--- config.mk ---
export PLATFORM = sky130hd
export DESIGN_NAME = arb_fifo_scoreboard
export DESIGN_NICKNAME = d
export VERILOG_FILES = /design/src/rtl/arb_fifo_scoreboard.sv
export SDC_FILE = /design/constraint.sdc
export NUM_CORES = 1
export LEC_CHECK = 0
export ABC_AREA = 1
export CAP_MARGIN = 0
export CORE_MARGIN = 5
export CORE_UTILIZATION = 50
export DETAILED_ROUTE_END_ITERATION = 7
export PLACE_DENSITY = 0.85
export SLEW_MARGIN = 15
export SYNTH_ARGS = -nofsm -noshare
export SYNTH_HDL_FRONTEND = slang
export SYNTH_SLANG_ARGS = --single-unit
--- constraint.sdc ---
create_clock -name clk -period 4.9 [get_ports clk]
set_input_delay 1.47 -clock clk [delete_from_list [all_inputs] [get_ports clk]]
set_output_delay 1.47 -clock clk [all_outputs]
set_load 0.03 [all_outputs]
--- src/rtl/arb_fifo_scoreboard.sv ---
// ---------------------------------------------------------------------------
// arb_fifo_scoreboard
//
// Monitors NUM_REQS FIFO channels that share one arbitrated output. The
// block keeps a shadow occupancy count for every channel. On request it
// follows one pushed item through its channel and checks that the item
// leaves the shared output with the same data it entered with.
//
// Flow: start (in IDLE/DONE) arms the block on channel `sel`. The next
// accepted push on that channel is captured together with its queue
// position. Every accepted pop on the channel moves the item one place
// closer to the head. The pop that removes the item compares data_out
// against the captured value. A non-zero timeout_lim bounds the time
// spent waiting for that pop.
//
// Handshake semantics: push[i]/pop[i] are single-cycle strobes with no
// back-pressure. A push counts only when channel i has room, or when a
// pop on the same channel is accepted in the same cycle. A pop counts
// only when channel i is non-empty. Anything that is not accepted is
// dropped silently.
//
// Ports
//   clk           in   clock, rising edge
//   rst           in   synchronous active-low reset
//   start         in   arm request (honoured in IDLE/DONE only)
//   sel           in   channel to track, sampled on an accepted start
//   push/pop      in   per-channel strobes
//   flat_data_in  in   per-channel push data, channel i at [i*WIDTH +: WIDTH]
//   data_out      in   shared FIFO output, valid in any cycle with a pop
//   timeout_lim   in   TRACK cycle budget, 0 = unlimited
//   busy          out  ARMED or TRACK
//   done          out  DONE
//   prop_signal   out  low only after a detected failure
//   timeout       out  failure was a timeout
//   tracked_sel   out  latched channel
//   dbg_state_o   out  FSM state (IDLE=0, ARMED=1, TRACK=2, DONE=3)
//   dbg_pos_o     out  position of the tracked item (0 = head)
//   dbg_wait_o    out  TRACK wait counter
//   dbg_cnt_o     out  packed occupancy counts, channel i at [i*CNTW +: CNTW]
// ---------------------------------------------------------------------------
module arb_fifo_scoreboard #(
   parameter  int NUM_REQS = 4,
   parameter  int WIDTH    = 8,
   parameter  int DEPTH    = 8,
   parameter  int TWID     = 8,
   localparam int SELW     = (NUM_REQS > 1) ? $clog2(NUM_REQS) : 1,
   localparam int CNTW     = $clog2(DEPTH + 1),
   localparam int PTRW     = (DEPTH > 1) ? $clog2(DEPTH) : 1
) (
   input  logic                     clk,
   input  logic                     rst,
   input  logic                     start,
   input  logic [SELW-1:0]          sel,
   input  logic [NUM_REQS-1:0]      push,
   input  logic [NUM_REQS-1:0]      pop,
   input  logic [NUM_REQS*WIDTH-1:0] flat_data_in,
   input  logic [WIDTH-1:0]         data_out,
   input  logic [TWID-1:0]          timeout_lim,
   output logic                     busy,
   output logic                     done,
   output logic                     prop_signal,
   output logic                     timeout,
   output logic [SELW-1:0]          tracked_sel,
   output logic [1:0]               dbg_state_o,
   output logic [PTRW-1:0]          dbg_pos_o,
   output logic [TWID-1:0]          dbg_wait_o,
   output logic [NUM_REQS*CNTW-1:0] dbg_cnt_o
);

   localparam logic [1:0] S_IDLE  = 2'd0;
   localparam logic [1:0] S_ARMED = 2'd1;
   localparam logic [1:0] S_TRACK = 2'd2;
   localparam logic [1:0] S_DONE  = 2'd3;

   logic [1:0]          state_q, state_d;
   logic [SELW-1:0]     tsel_q, tsel_d;
   logic [WIDTH-1:0]    cap_q, cap_d;
   logic [PTRW-1:0]     pos_q, pos_d;
   logic [TWID-1:0]     wait_q, wait_d;
   logic                prop_q, prop_d;
   logic                tmo_q, tmo_d;
   logic [CNTW-1:0]     cnt_q [NUM_REQS];
   logic [CNTW-1:0]     cnt_d [NUM_REQS];

   logic [NUM_REQS-1:0] push_acc;
   logic [NUM_REQS-1:0] pop_acc;

   // Signals of the tracked channel, selected from the per-channel vectors
   logic                trk_push;
   logic                trk_pop;
   logic [WIDTH-1:0]    trk_data;
   logic [CNTW-1:0]     trk_cnt;

   logic                sel_ok;
   logic [TWID-1:0]     wait_inc;

   // ------------------------------------------------------------------------
   // Occupancy tracking. The pop decision is made first because a push into
   // a full channel is legal when a pop frees a slot in the same cycle.
   // ------------------------------------------------------------------------
   always_comb begin
      pop_acc  = '0;
      push_acc = '0;
      for (int i = 0; i < NUM_REQS; i++) begin
         pop_acc[i]  = pop[i] && (cnt_q[i] != '0);
         push_acc[i] = push[i] && ((cnt_q[i] < CNTW'(DEPTH)) || pop_acc[i]);
         cnt_d[i]    = cnt_q[i] + CNTW'(push_acc[i]) - CNTW'(pop_acc[i]);
      end
   end

   always_comb begin
      trk_push = 1'b0;
      trk_pop  = 1'b0;
      trk_data = '0;
      trk_cnt  = '0;
      for (int i = 0; i < NUM_REQS; i++) begin
         if (tsel_q == SELW'(i)) begin
            trk_push = push_acc[i];
            trk_pop  = pop_acc[i];
            trk_data = flat_data_in[i*WIDTH +: WIDTH];
            trk_cnt  = cnt_q[i];
         end
      end
   end

   // SELW can encode values beyond NUM_REQS-1 when NUM_REQS is not a power
   // of two. Such a start is dropped.
   assign sel_ok = (int'(sel) < NUM_REQS);

   // The wait counter saturates instead of wrapping.
   assign wait_inc = (wait_q == '1) ? wait_q : (wait_q + TWID'(1));

   // ------------------------------------------------------------------------
   // Tracking FSM
   // ------------------------------------------------------------------------
   always_comb begin
      state_d = state_q;
      tsel_d  = tsel_q;
      cap_d   = cap_q;
      pos_d   = pos_q;
      wait_d  = wait_q;
      prop_d  = prop_q;
      tmo_d   = tmo_q;

      case (state_q)
         S_IDLE, S_DONE: begin
            if (start && sel_ok) begin
               state_d = S_ARMED;
               tsel_d  = sel;
               prop_d  = 1'b1;
               tmo_d   = 1'b0;
            end
         end

         S_ARMED: begin
            if (trk_push) begin
               // A pop accepted in the same cycle removes an entry ahead of
               // the new item, so the item starts one place closer to the head.
               state_d = S_TRACK;
               cap_d   = trk_data;
               pos_d   = PTRW'(trk_cnt - CNTW'(trk_pop));
               wait_d  = '0;
            end
         end

         S_TRACK: begin
            if (trk_pop && (pos_q == '0)) begin
               // The completing pop wins over a timeout that expires in the same cycle.
               state_d = S_DONE;
               prop_d  = (data_out == cap_q);
            end else begin
               if (trk_pop) begin
                  pos_d = pos_q - PTRW'(1);
               end
               if (timeout_lim != '0) begin
                  wait_d = wait_inc;
                  if (wait_inc >= timeout_lim) begin
                     state_d = S_DONE;
                     tmo_d   = 1'b1;
                     prop_d  = 1'b0;
                  end
               end
            end
         end

         default: state_d = S_IDLE;
      endcase
   end

   always_ff @(posedge clk) begin
      if (!rst) begin
         state_q <= S_IDLE;
         tsel_q  <= '0;
         cap_q   <= '0;
         pos_q   <= '0;
         wait_q  <= '0;
         prop_q  <= 1'b1;
         tmo_q   <= 1'b0;
         for (int i = 0; i < NUM_REQS; i++) begin
            cnt_q[i] <= '0;
         end
      end else begin
         state_q <= state_d;
         tsel_q  <= tsel_d;
         cap_q   <= cap_d;
         pos_q   <= pos_d;
         wait_q  <= wait_d;
         prop_q  <= prop_d;
         tmo_q   <= tmo_d;
         for (int i = 0; i < NUM_REQS; i++) begin
            cnt_q[i] <= cnt_d[i];
         end
      end
   end

   // ------------------------------------------------------------------------
   // Outputs
   // ------------------------------------------------------------------------
   assign busy        = (state_q == S_ARMED) || (state_q == S_TRACK);
   assign done        = (state_q == S_DONE);
   assign prop_signal = prop_q;
   assign timeout     = tmo_q;
   assign tracked_sel = tsel_q;
   assign dbg_state_o = state_q;
   assign dbg_pos_o   = pos_q;
   assign dbg_wait_o  = wait_q;

   always_comb begin
      dbg_cnt_o = '0;
      for (int i = 0; i < NUM_REQS; i++) begin
         dbg_cnt_o[i*CNTW +: CNTW] = cnt_q[i];
      end
   end

endmodule

==> results of run 1 <==
## placed cells by master (no fill, tap or decap), types with 2 or more instances in the layout
cell             count
a211oi_1             4
a21boi_0             2
a21oi_1             21
a221oi_1            10
clkbuf_8             6
clkdlybuf4s50_1     95
dfxtp_1             41
fa_1                 4
ha_1                37
inv_1               65
inv_2                8
nand2_1            108
nand2_2              7
nand3_1             23
nand3_2              4
nand3_4              3
nand4_1             17
nor2_1              55
nor2_2               3
nor2_4               2
nor3_2               2
o21a_1               2
o21ai_0              9
o22ai_1              2
xor2_1              15
## layer usage
metal | track usage | vias up | share of wire
met5 | 0 | - | 0
li1 | - | 1691 | -
met4 | 0.05868 | 0 | 0.013
met2 | 0.3678 | 95 | 0.50
met1 | 0.2576 | 1496 | 0.42
met3 | 0.04463 | 11 | 0.060
## worst reg2reg max path, cell delays in order, from the launching register on
cell	delay [ns]
dfxtp_1	0.44
ha_1	0.23
nand2_1	0.09
nor3_2	0.27
nand3_4	0.19
o21a_1	0.22
ha_1	0.29
a21oi_1	0.14
o21ai_0	0.08
nand2_1	0.07
nand4_1	0.07
nand2_1	0.14
nand2_1	0.14
a21oi_1	0.18
nor2_1	0.07
## state kept, by name, indices dropped and copies added (netlist names)
| register | count |
|---|---|
| cnt_q | 16 |
| cap_q | 8 |
| dbg_pos_o | 3 |
| timeout | 1 |
| prop_signal | 1 |
| dbg_wait_o | 8 |
| tracked_sel | 2 |
| dbg_state_o | 2 |
## layout make-up
cell class	count	area (sq um)	area share
Multi-Input combinational cell	340	2122	0.4832
Timing Repair Buffer	96	958.4	0.2182
Sequential cell	41	820.8	0.1869
Inverter	73	274.0	0.06239
Tap cell	77	96.34	0.02194
Clock buffer	6	82.58	0.01880
Clock inverter	2	37.54	0.008547
## worst paths after layout
kind | end | cells past startpoint | from
min | prop_signal$_SDFFE_PN1P_ | 2 | prop_signal$_SDFFE_PN1P_
min reg2reg | prop_signal$_SDFFE_PN1P_ | 2 | prop_signal$_SDFFE_PN1P_
max | busy | 4 | dbg_state_o[0]$_SDFFE_PN0P_
max reg2reg | dbg_state_o[1]$_SDFFE_PN0P_ | 14 | dbg_wait_o[1]$_SDFFE_PN0P_
## logic make-up after synthesis
logic type	Yosys count	share of synthesized area
xor+xnor	16	0.04247
fa+ha+maj	41	0.1646
buf+inv	87	0.1081
compound gates	55	0.1088
mux	1	0.003034
simple gates	227	0.3242
flops	41	0.2488
## power breakdown
part / internal (mW) / switching (mW)
clock network: 0.166 / 0.128
logic: 0.789 / 1.17
registers: 0.474 / 0.164
total: 1.43 / 1.46
## stage by stage
step	power, mW	setup WS [ns]	utilization	hold slack [ns]
2_1_floorplan	2.026	2.169	-	0.4713
3_3_place_gp	2.501	1.673	0.6689	0.4450
3_5_place_dp	2.586	1.587	0.6689	0.4659
4_1_cts	2.898	1.436	0.6877	0.4870
5_1_grt	3.173	1.336	0.6877	0.5268
6_report	2.892	1.447	0.6877	0.4826
==> reports/metrics.yaml, run 1 <==
run_status:
  outcome: "finished clean"
cells_and_area:
  final_nets: 659
  final_area_sq_um: 4392
  fill_cells: 535
  final_cells: 635
  syn_to_final_growth_pct: 33.11
  drive_above_1_share: 0.07706
  antenna_cells: 0
synth:
  syn_inst: 468
  yosysWarnings: 0
  ys.flop_type: "dfxtp_1"
  ys_seq_area_frac: 0.2488
  synth_largest_area_cell: "dfxtp_1"
  ys_seq_elements: 41
  synth-edff-count: 0
  synth_common_cells: "nand2_1, inv_1, nor2_1, dfxtp_1, ha_1"
  yosysTopAreaCellShare: 0.2488
  ys_top_cells_by_area: "dfxtp_1, ha_1, nand2_1, inv_1, nor2_1"
  yosysMostFrequentCell: "nand2_1"
  yosysUniqueCellTypes: 37
  async_flop_share: 0
  syn_avg_cell_area_sq_um: 7.050
  netlist_area_sq_um: 3299
  syn-num-nets: 570
hold_path:
  min_path_type: "flip-flop to flip-flop"
clock_network:
  clk_pin_slew_ns: 0.08
  cts_max_level: 2
  cts_tree: "done"
  cts_resized: 0
  cts_setup_buffers: 0
  clock-sinks: 41
  root_buffer: "clkbuf_8"
  cts_buffer_depth: 2
  cts_buffers: 5
  cts_hold_repair.buffers: 0
  clkLatencyLatePin_ns: 0.30
sta:
  rsz0062_at_grt: "no"
  slew_violations: 0
  skew_ns: 0.006623
  finalSetupViolations: 0
  setup_tns_ns: 0
  fmax_mhz: 289.6
  slew_headroom: 0.5071
  fin_crit_ns: 3.453
  period_share: 0.7046
  max_slew.worst_pin.slew_ns: 0.7366
  hold_viol_final: 0
die:
  chipWidth_um: 91.24
  initial_utilization: 0.5167
  die_area_sq_um: 8324
  die_h_um: 91.24
  row_count: 29
  ios: 96
  core_area_sq_um: 6386
worst_setup_path:
  critPathArrivalTime_ns: 1.98
  path_class: "flip-flop to primary output"
  cpMostUsedCell: "inv_1"
  worstPathMaxFanout: 6
  cp-start-kind: "flip-flop"
  end_kind: "primary output"
  max_stage_delay_ns: 0.68
  cp_top_family: "buffers and inverters"
  cp_data_required_time_ns: 3.43
  reg2reg_slack_ns: 2.18
  critPathSlowestCell: "clkdlybuf4s50_1"
  path_cells: "inv_1, ha_1, inv_1, clkdlybuf4s50_1"
  cp_num_buf_inv: 3
drt:
  postRouteWirelength_mm: 8.778
  drt_iter0_drc: 138
  ant_nets: 0
  post_drt_via_cell_ratio: 5.186
  drc: 0
  vias: 3293
  dr.pass1.iters: 5
  wl_per_cell_um: 13.82
grt:
  grt.overflow.total: 0
  grt_pass1_wl_mm: 14.74
  grt_max_degree: 27
  grt_pass1_vias: 3286
  antenna_found_initial: 0
  gr-usage-all-layers: 0.2095
placed_design:
  dp.cells: 627
  io_buffers: 95
  dpl_cell_area_sq_um: 4272
  hpwl_mm: 7.068
  gp_congestion: 0.8601
pwr:
  p_leak_nw: 2.057
  max-vdd-ir-drop_mv: 0.4185
  powerDensity_nw_per_um2: 658.4
run:
  maxCapViolations: 0
(Power assumes the default switching activity.)
==> run 2, diff against run 1 <==
- CORE_UTILIZATION: 50 -> 48
- PLACE_DENSITY: 0.85 -> 0.82
- clock period: 4.9 -> 3.2 ns (I/O delays scaled with it)
==> run 2 against run 1 <==
  * Clock power grew 15%
  * Setup slack lost 1.1 ns
  * Flip-flop and latch count is the same
  * Critical path type unchanged
  * Critical path depth is the same
  * First-iteration DRC count grew 37%
  * Clock-buffer cell count is the same
==> reports/metrics.yaml, run 2 (synthesized netlist as in run 1, its figures left out) <==
run_status:
  outcome: "finished clean"
drt:
  vias: 3312
  postRouteWirelength_mm: 8.601
  post_drt_via_cell_ratio: 5.167
  ant_nets: 0
  dr.pass1.iters: 7
  wl_per_cell_um: 13.42
  drt_iter0_drc: 189
  drc: 0
worst_setup_path:
  critPathArrivalTime_ns: 1.93
  worstPathMaxFanout: 6
  end_kind: "primary output"
  path_class: "flip-flop to primary output"
  cp_data_required_time_ns: 2.24
  cp-start-kind: "flip-flop"
  rr_worst_depth: 14
sta:
  rsz0062_at_grt: "no"
  fin_crit_ns: 2.894
  setup_tns_ns: 0
  slew_violations: 0
  finalSetupViolations: 0
  fmax_mhz: 345.5
  slew_headroom: 0.5569
  skew_ns: 0.005185
  period_share: 0.9044
  max_slew.worst_pin.slew_ns: 0.6646
  hold_viol_final: 0
cells_and_area:
  largest_reg_flops: 16
  syn_to_final_growth_pct: 32.76
  final_nets: 662
  final_cells: 641
  final-seq-area_sq_um: 820.8
  antenna_cells: 0
  layout_common_cells: "nand2_1, clkdlybuf4s50_1, inv_1"
  drive_above_1_share: 0.08021
  multi_input_area_sq_um: 2122
  fill_cells: 617
  top_register: "cnt_q"
  final_area_sq_um: 4380
  final_common_cell: "nand2_1"
hold_path:
  hold_depth: 2
  min_path_type: "flip-flop to flip-flop"
grt:
  antenna_found_initial: 0
  grt.overflow.total: 0
  gr-usage-all-layers: 0.2044
  grt_pass1_vias: 3301
  grt_max_degree: 26
  grt_pass1_wl_mm: 14.63
clock_network:
  cts_hold_repair.buffers: 0
  cts_max_level: 2
  cts_resized: 0
  cts_buffer_depth: 2
  clock-sinks: 41
  cts_buffers: 5
  clk_pin_slew_ns: 0.08
  cts_setup_buffers: 0
  cts_tree: "done"
  clkLatencyLatePin_ns: 0.30
  root_buffer: "clkbuf_8"
placed_design:
  dpl_cell_area_sq_um: 4298
  hpwl_mm: 7.026
  dp.cells: 633
  gp_congestion: 0.8875
  io_buffers: 95
die:
  row_count: 30
  initial_utilization: 0.4883
  die_area_sq_um: 8632
  core_area_sq_um: 6756
  die_h_um: 92.91
  ios: 96
  chipWidth_um: 92.91
pwr:
  powerDensity_nw_per_um2: 981.4
  max-vdd-ir-drop_mv: 0.5863
  p_leak_nw: 2.060
run:
  maxCapViolations: 0
-- run 2: through the flow --
step / power [mW] / worst slack (ns) / utilization / hold WS, ns
6_report: 4.299 / 0.3058 / 0.6483 / 0.4601
5_1_grt: 4.757 / 0.1852 / 0.6483 / 0.5279
4_1_cts: 4.324 / 0.2988 / 0.6483 / 0.4660
3_5_place_dp: 3.970 / 0.4105 / 0.6361 / 0.4451
3_3_place_gp: 3.866 / 0.4887 / 0.6361 / 0.4440
2_1_floorplan: 3.103 / 0.5794 / - / 0.4713
-- run 2: worst paths after layout --
path,slack (ns),from,end
setup / recovery,0.31,dbg_state_o[0]$_SDFFE_PN0P_,busy
hold / removal,0.46,prop_signal$_SDFFE_PN1P_,prop_signal$_SDFFE_PN1P_
setup reg to reg,0.49,dbg_wait_o[1]$_SDFFE_PN0P_,dbg_state_o[1]$_SDFFE_PN0P_
hold reg to reg,0.46,prop_signal$_SDFFE_PN1P_,prop_signal$_SDFFE_PN1P_
-- run 2: critical path, cell delays in order, from the launching register on --
cell	delay, ns
dfxtp_1	0.43
inv_1	0.07
ha_1	0.34
inv_1	0.11
clkdlybuf4s50_1	0.68
-- run 2: cell type report --
class	count	share of cell area
clock inverters	2	0.002285
multi-input cells	340	0.4844
clock buffers	6	0.01657
flip-flops and latches	41	0.1874
well taps	80	0.02285
repair buffers	99	0.2239
inverters	73	0.06255
-- run 2: where the power goes --
part	total (mW)	switching, mW	leakage (nW)	internal [mW]
Clock	0.337	0.186	0.0450	0.151
Sequential	0.973	0.247	0.339	0.726
Combinational	2.99	1.77	1.68	1.22
Total	4.30	2.20	2.06	2.10
-- run 2: per-layer routing --
layer,wire length (um),track usage
met3,424,0.03737
met2,4284,0.3533
met4,188,0.07326
met5,0,0
met1,3703,0.2525
